**src/rtl/timer_arbiter.sv**
```systemverilog
// Round-robin arbiter that shares one prescaled countdown timer among N_REQ requesters.
// The winner's delay is latched, counted down in prescaler ticks, and a one-cycle done pulse is returned.
module timer_arbiter #(
    parameter int N_REQ          = 3,
    parameter int PRESCALE_FINAL = 49999,
    parameter int DW             = 8
) (
    input  logic                clk,
    input  logic                rst,
    input  logic [N_REQ-1:0]    req,
    input  logic [N_REQ*DW-1:0] delay,
    output logic [N_REQ-1:0]    grant,
    output logic [N_REQ-1:0]    done,
    output logic                busy
);

    localparam int PW = (PRESCALE_FINAL > 0) ? $clog2(PRESCALE_FINAL + 1) : 1;
    localparam int IW = $clog2(N_REQ);

    typedef enum logic [1:0] {
        IDLE = 2'd0,
        RUN  = 2'd1,
        DONE = 2'd2
    } state_t;

    state_t             state_q, state_d;
    logic [N_REQ-1:0]   grant_q, grant_d;
    logic [N_REQ-1:0]   done_q, done_d;
    logic               busy_q, busy_d;
    logic [PW-1:0]      pre_q, pre_d;
    logic [DW-1:0]      rem_q, rem_d;
    logic [IW-1:0]      last_q, last_d;
    logic [IW-1:0]      owner_q, owner_d;

    logic [IW-1:0]      pick;
    logic               pick_vld;
    logic [DW-1:0]      pick_delay;
    logic [N_REQ-1:0]   pick_onehot;

    // Index k places after base, wrapping modulo N_REQ.
    function automatic logic [IW-1:0] rr_index(input logic [IW-1:0] base, input int k);
        int s;
        s = int'(base) + k;
        if (s >= N_REQ) s = s - N_REQ;
        return IW'(s);
    endfunction

    always_comb begin
        pick     = last_q;
        pick_vld = 1'b0;
        for (int k = 1; k <= N_REQ; k++) begin
            if (!pick_vld && req[rr_index(last_q, k)]) begin
                pick     = rr_index(last_q, k);
                pick_vld = 1'b1;
            end
        end
        pick_delay  = delay[int'(pick)*DW +: DW];
        pick_onehot = N_REQ'(1) << pick;
    end

    always_comb begin
        state_d = state_q;
        grant_d = grant_q;
        done_d  = '0;
        pre_d   = pre_q;
        rem_d   = rem_q;
        last_d  = last_q;
        owner_d = owner_q;
        case (state_q)
            IDLE: begin
                if (pick_vld) begin
                    owner_d = pick;
                    grant_d = pick_onehot;
                    rem_d   = pick_delay;
                    pre_d   = '0;
                    if (pick_delay == '0) begin
                        state_d = DONE;
                        done_d  = pick_onehot;
                    end else begin
                        state_d = RUN;
                    end
                end
            end
            RUN: begin
                // A dropped request abandons the timer before any tick is considered.
                if (!req[owner_q]) begin
                    state_d = IDLE;
                    grant_d = '0;
                    last_d  = owner_q;
                end else if (pre_q == PW'(PRESCALE_FINAL)) begin
                    pre_d = '0;
                    if (rem_q > DW'(1)) begin
                        rem_d = rem_q - DW'(1);
                    end else begin
                        state_d = DONE;
                        done_d  = grant_q;
                    end
                end else begin
                    pre_d = pre_q + PW'(1);
                end
            end
            DONE: begin
                state_d = IDLE;
                grant_d = '0;
                last_d  = owner_q;
            end
            default: begin
                state_d = IDLE;
                grant_d = '0;
            end
        endcase
        busy_d = (state_d != IDLE);
    end

    always_ff @(posedge clk) begin
        if (rst) begin
            state_q <= IDLE;
            grant_q <= '0;
            done_q  <= '0;
            busy_q  <= 1'b0;
            pre_q   <= '0;
            rem_q   <= '0;
            last_q  <= IW'(N_REQ - 1);
            owner_q <= '0;
        end else begin
            state_q <= state_d;
            grant_q <= grant_d;
            done_q  <= done_d;
            busy_q  <= busy_d;
            pre_q   <= pre_d;
            rem_q   <= rem_d;
            last_q  <= last_d;
            owner_q <= owner_d;
        end
    end

    assign grant = grant_q;
    assign done  = done_q;
    assign busy  = busy_q;

endmodule
```
**config.mk**
```make
export PLATFORM = sky130hd
export DESIGN_NAME = timer_arbiter
export DESIGN_NICKNAME = d
export VERILOG_FILES = /design/src/rtl/timer_arbiter.sv
export SDC_FILE = /design/constraint.sdc
export NUM_CORES = 1
export LEC_CHECK = 0
export CAP_MARGIN = 10
export CORE_ASPECT_RATIO = 1.4
export CORE_MARGIN = 1
export CORE_UTILIZATION = 45
export CTS_BUF_LIST = sky130_fd_sc_hd__clkbuf_16
export CTS_CLUSTER_SIZE = 24
export DETAILED_ROUTE_END_ITERATION = 10
export GPL_ROUTABILITY_DRIVEN = 1
export PLACE_DENSITY_LB_ADDON = 0.25
export RECOVER_POWER = 50
export SYNTH_ARGS = -nofsm -noshare
export SYNTH_HDL_FRONTEND = slang
export SYNTH_SLANG_ARGS = --single-unit
```
**constraint.sdc**
```tcl
create_clock -name clk -period 5.17 [get_ports clk]
set_clock_uncertainty 0.2 [all_clocks]
set_input_delay 0.517 -clock clk [delete_from_list [all_inputs] [get_ports clk]]
set_output_delay 0.517 -clock clk [all_outputs]
set_load 0.03 [all_outputs]
```
* After elaboration in Yosys (flattened, before gate mapping)
Cells that the tools add are included.
Widths: inputs -> output; s select.
** Word-level totals
- Bits of input ports :: 29
- Output and inout port bits :: 7
- Word-level logic and storage cells :: 91
- Register bits after elaboration :: 37
** Operators by class
- Reduce and logical (&&, ||, !) cells :: 14
- Multiplexer cells :: 43
- Order comparisons :: 8
- Shift operators :: 2
- Eq/ne operators :: 8
- Add/sub/neg operators :: 8
** Operator list (number)
- $mux 16 :: 3
- $mux 8 :: 4
- $pmux 16 s2 :: 1
- $mux 2 :: 12
- $shiftx 24x6->8 :: 1
- $mux 3 :: 7
- $add 16x1->16 const B :: 1
- $eq 16x16->1 const B :: 1
- $pmux 8 s2 :: 1
- $lt 2x3->1 const B :: 4
- $pmux 3 s2 :: 2
- $ne 2x2->1 const B :: 5
- $ge 3x2->1 const B :: 3
- $bmux 1 s2 :: 4
- $gt 8x1->1 const B :: 1
- $logic_not 8->1 :: 1
- $pmux 2 s2 :: 2
- $sub 8x1->8 const B :: 1
- $mux 1 :: 7
- $add 2x2->3 const B :: 2
- $reduce_and 2->1 :: 3
- $reduce_bool 2->1 :: 3
- $sub 2x2->2 const B :: 3
- $reduce_and 5->1 :: 1
- other kinds (8) :: 10

* Logic depth before layout (Yosys ltp)
- Word-level depth :: 18
- Gate-level depth with buffers :: 11
- Depth with buffers taken out :: 9

* Least setup slack after synthesis
OpenSTA, ideal clock, no wires.
- Kind :: flip-flop to flip-flop
- Start point :: register last_q[0]
- End point :: register rem_q[4]
- Library setup time :: 74 ps
- Stages on the path, launching flop included :: 10
- Path slack :: 2357 ps
- Clock period less this slack :: 2813 ps
- Arrival time :: 2538 ps
- Data required time :: 4896 ps
- Path buffers :: 1
- Path through :: dfxtp_1 inv_1 ha_1 buf_4 nand3_2 o21a_1 a41o_1 or3b_1 or4_1 a31oi_1
** On the way
- Cells in the longest elaborated chain, start to end :: 15
- Elaborated cells on any way between the ends :: 33
- Those cells by class :: add/sub: 6; order compare: 3; eq/ne: 1; shift: 1; mux: 17; reduce/logical: 5
** Ends and longest elaborated chain
- start, declared :: RTL line 32 : logic [IW-1:0] last_q, last_d;
- start signal, assigned :: RTL line 123 : last_q <= IW'(N_REQ - 1);
- start signal, assigned :: RTL line 132 : last_q <= last_d;
- $add 2x1->3 :: RTL line 43 : s = int'(base) + k;
- $ge 3x2->1 / $sub 2x2->2 (equally long branches) :: RTL line 44 : if (s >= N_REQ) s = s - N_REQ;
- $mux 2 :: RTL line 44
- $bmux 1 s2 :: RTL line 52 : if (!pick_vld && req[rr_index(last_q, k)]) begin
- $mux 1 (implied by the code) :: RTL line 52
- $mux 1 :: RTL line 52
- $logic_not 1->1 :: RTL line 52
- $logic_and 1x1->1 :: RTL line 52
- $mux 1 :: RTL line 52
- $logic_not 1->1 :: RTL line 52
- $logic_and 1x1->1 :: RTL line 52
- $mux 2 :: RTL line 52
- $shiftx 24x6->8 :: RTL line 57 : pick_delay = delay[int'(pick)*DW +: DW];
- $mux 8 :: RTL line 71 : if (pick_vld) begin
- $pmux 8 s2 :: RTL line 69 : case (state_q)
- end signal, assigned :: RTL line 131 : rem_q <= rem_d;
- end, declared :: RTL line 31 : logic [DW-1:0] rem_q, rem_d;
Several ways; a longest one is shown, not always the timed one. The select of a mux whose other input is x is not followed.
A chain may end at the register's enable or synchronous reset.

* Worst setup path in the final report
- Start point :: register last_q[0]
- End point :: register state_q[0]
** On the way
- Cells in the longest elaborated chain, start to end :: 17
- Elaborated cells on any way between the ends :: 33
- Those cells by class :: add/sub: 6; order compare: 3; shift: 1; mux: 18; reduce/logical: 5
** Ends and longest elaborated chain
- $add 2x1->3 :: RTL line 43
- $ge 3x2->1 / $sub 2x2->2 (equally long branches) :: RTL line 44
- $mux 2 :: RTL line 44
- $bmux 1 s2 :: RTL line 52
- $mux 1 (implied by the code) :: RTL line 52
- $mux 1 :: RTL line 52
- $logic_not 1->1 :: RTL line 52
- $logic_and 1x1->1 :: RTL line 52
- $mux 1 :: RTL line 52
- $logic_not 1->1 :: RTL line 52
- $logic_and 1x1->1 :: RTL line 52
- $mux 2 :: RTL line 52
- $shiftx 24x6->8 :: RTL line 57
- $logic_not 8->1 :: RTL line 76 : if (pick_delay == '0) begin
- $mux 2 :: RTL line 76
- $mux 2 * :: RTL line 71
- $pmux 2 s2 * :: RTL line 69
- end signal, assigned :: RTL line 126 : state_q <= state_d;
- end, declared :: RTL line 26 : state_t state_q, state_d;
Every way passes the cells marked *; elsewhere a longest branch is shown, timed or not. The select of a mux whose other input is x is not followed.

==> metrics.csv <==
stage,metric,value,unit
cells_and_area,final_cells,386,
cts,cts-resized-gates,0,
synth,synth_top_cell_area_share,32.0,%
sta,final-max-slew-violation-count,0,
route,vias_per_cell,5.68,
synth,synth.cell_area,2320,um^2
synth,ys_types,51,
setup_path,start_kind,flip-flop,
cts,cts-htree-levels,2,
synth,ys_seq_area_share,32.0,%
sta,hold_slack,277,ps
floorplanning,fp.dieW,62.6,um
power_and_ir_drop,leakage,0.00114,uW
route,ant_nets,0,
setup_path,crit_required,5140,ps
setup_path,cp_cell_sequence,inv_1 > ha_1 > nor3b_1 > a21oi_1 > nand3_1 > mux2i_1 > a21boi_0 > nand2b_1 > o22ai_1,
sta,fin_crit,4000,ps
hold_path,worstHoldStart,rem_q[3]$_SDFFE_PP0P_,
placed_design,dp_hpwl,4110,um
setup_path,worstPathArrival,3960,ps
synth,synth-seq-cells,37,
cts,post_cts_buffers,0,
synth,synth_flop_cell,dfxtp_1,
route,wl,5420,um
synth,synth_compound_area_share,16.4,%
route,dr.max_layer_used,met4,
placed_design,dp.cells,378,
global_routing,grt.total_usage,20.8,%
job,maxCapViolations,0,
hold_path,min_path_type,flip-flop to flip-flop,
global_routing,grt_max_degree,22,
cts,clock_sinks,37,
sta,rsz0062_at_grt,no,
route,vias,2193,
power_and_ir_drop,powerDensity,494,nW/um^2
cells_and_area,drive_gt1_share,4.66,%
cells_and_area,diodes,0,
synth,yosys.area_share.xor_xnor,4.54,%
setup_path,cp_max_fo,16,
sta,setup_tns,0,ps
setup_path,slowest_delay,1130,ps
route,drc,0,
sta,max_clock_freq,250,MHz
floorplanning,core,4880,um^2
global_routing,grt_pass1_vias,2069,
cts,cts_tree,built,
sta,fin_crit_sh,77.3,%
synth,async_flop_share,0,%
sta,finalSetupViolCount,0,
route,wl_per_cell,14.0,um
setup_path,cpMaxStageDelayCell,mux2i_1,
synth,synth_edf_count,0,
cts,cts_buffers,5,
setup_path,critical-path-top-delay-family,multiplexers,
status,outcome,finished clean,
cells_and_area,area_delta_synth_final,23.7,%
floorplanning,initial_core_util,47.5,%
route,met3_length,178,um
cts,path_clk_slew,60,ps
power_and_ir_drop,ir_drop,0.235,mV
route,drt-met1-wl,2400,um
sta,maxSlewHeadroom,3.11,%
synth,avgSynthCellArea,8.01,um^2
synth,synthAdderAreaFrac,3.78,%
hold_path,hold_depth,2,
floorplanning,die_y,86.9,um
cts,worstSkewPairLatency,280,ps
global_routing,overflow,0,
floorplanning,io_pins,36,
cts,clockBufferDepth,2,
setup_path,rr_worst_depth,9,
setup_path,critical_path_class,flip-flop to flip-flop,
placed_design,io_buffers,35,
synth,synthTopCellsByCount,"dfxtp_1, nor2_1, nand2_1, a21oi_1, mux2i_1",
sta,worst_slew_pin_slew,1410,ps
placed_design,place_congestion,0.825,
route,wl_met2,2770,um
setup_path,cp-end-kind,flip-flop,
synth,synth_mux_area_share,10.8,%
cts,cts_root_buffer,clkbuf_16,
synth,synth_top_family_by_area,simple AND/OR/NAND/NOR gates,
synth,syn_inst,289,
cts,cts_hold_buf,0,
synth,synth_top_area_cell,dfxtp_1,
global_routing,antenna_found_initial,0,
floorplanning,fp-row-count,30,
cells_and_area,nets,357,
setup_path,reg2reg_from,last_q[0]$_SDFFE_PP0P_,
global_routing,grt_pass1_wl,9060,um
floorplanning,die_area,5440,um^2
synth,synth.net_count,325,
route,drtIter0Drc,91,
synth,yosys-top-cells-area,"dfxtp_1, mux2i_1, nor2_1",
setup_path,cp_num_buf_inv,1,
sta,finalHoldViolCount,0,
synth,synth-simple-area-share,29.6,%
hold_path,hold-path-endpoint,rem_q[3]$_SDFFE_PP0P_,
setup_path,rr_endpoint,state_q[0]$_SDFF_PP0_,
route,dr.pass1.iters,5,
synth,yosys_warnings,0,
setup_path,r2r_slack,1170,ps
[flip-flops by register name, summed over array words and instances, names as in the netlist]
name / flops
owner_q: 2
rem_q: 8
busy: 1
state_q: 2
done: 3
pre_q: 16
grant: 3
last_q: 2
[how the worst max path moves through the flow]
stage                     slack, ps                     to                   start  cells past startpoint
after floorplan                2360  rem_q[4]$_SDFFE_PP0P_  last_q[0]$_SDFFE_PP0P_                      9
after CTS                      1560  state_q[0]$_SDFF_PP0_  last_q[0]$_SDFFE_PP0P_                      9
final                          1170  state_q[0]$_SDFF_PP0_  last_q[0]$_SDFFE_PP0P_                      9
after global routing            780  state_q[0]$_SDFF_PP0_  last_q[0]$_SDFFE_PP0P_                      9
after global placement         1630  state_q[0]$_SDFF_PP0_  last_q[0]$_SDFFE_PP0P_                      9
after detailed placement       1560  state_q[0]$_SDFF_PP0_  last_q[0]$_SDFFE_PP0P_                      9
[report_power, final]
| group | total, uW | leakage, uW | internal [uW] | switching [uW] |
|---|---|---|---|---|
| clock | 351 | 0.0000800 | 228 | 123 |
| combinational | 663 | 0.000759 | 263 | 400 |
| sequential | 403 | 0.000302 | 344 | 59.2 |
[cell families (layout without fill, tap and decap cells)]
family | after synthesis | after routing
AOI/OAI and AO/OA | 60 | 60
xor gates and xnor gates | 12 | 12
adders and majority gates | 7 | 7
buffers and inverters | 17 | 50
DFF | 37 | 37
muxes | 24 | 24
and+or+nand+nor | 132 | 132
[per-stage QoR]
step                      instance area [um^2]  utilization (%)  setup WS [ps]  power [uW]
after floorplan                           2320                -           2360         916
after global placement                    2700             55.4           1630        1060
after detailed placement                  2700             55.4           1560        1070
after CTS                                 2870             58.9           1560        1420
after global routing                      2870             58.7            783        1510
final                                     2870             58.7           1170        1420
[worst reg2reg max path, cell delays in order, from the launching register on]
cell and delay [ps]:
dfxtp_1 450, inv_1 140, ha_1 490, nor3b_1 490, a21oi_1 130, nand3_1 140
mux2i_1 1130, a21boi_0 430, nand2b_1 190, o22ai_1 80
[placed cells by master (no fill, tap or decap), types with 6 or more instances in the layout]
| cell | synthesis | final |
|---|---|---|
| xor2_1 | 9 | 9 |
| nor2_1 | 37 | 37 |
| nand2b_1 | 8 | 8 |
| nand2_1 | 23 | 23 |
| a21oi_1 | 20 | 20 |
| dfxtp_1 | 37 | 37 |
| inv_1 | 7 | 7 |
| nand3_1 | 15 | 15 |
| mux2i_1 | 19 | 20 |
| o21ai_0 | 12 | 12 |
| nor3_1 | 6 | 6 |
| dlygate4sd3_1 | 0 | 8 |
| and3_1 | 7 | 7 |
| nor4_1 | 9 | 9 |
| ha_1 | 7 | 7 |
| clkdlybuf4s50_1 | 0 | 27 |
[layer usage]
layer | vias up | GRT usage, %
li1 | 1116 | -
met1 | 1027 | 22.6
met2 | 43 | 40.8
met3 | 7 | 3.53
met4 | 0 | 5.92
met5 | - | 0
[cell type report]
| cell class | instances | area, um^2 |
|---|---|---|
| fill | 466 | 2010 |
| sequential | 37 | 741 |
| timing repair buffer | 35 | 350 |
| multi-input combinational | 235 | 1500 |
| tap | 64 | 80.1 |
| clock inverter | 3 | 46.3 |
| clock buffer | 5 | 125 |
| inverter | 7 | 26.3 |
(Power assumes the default switching activity.)
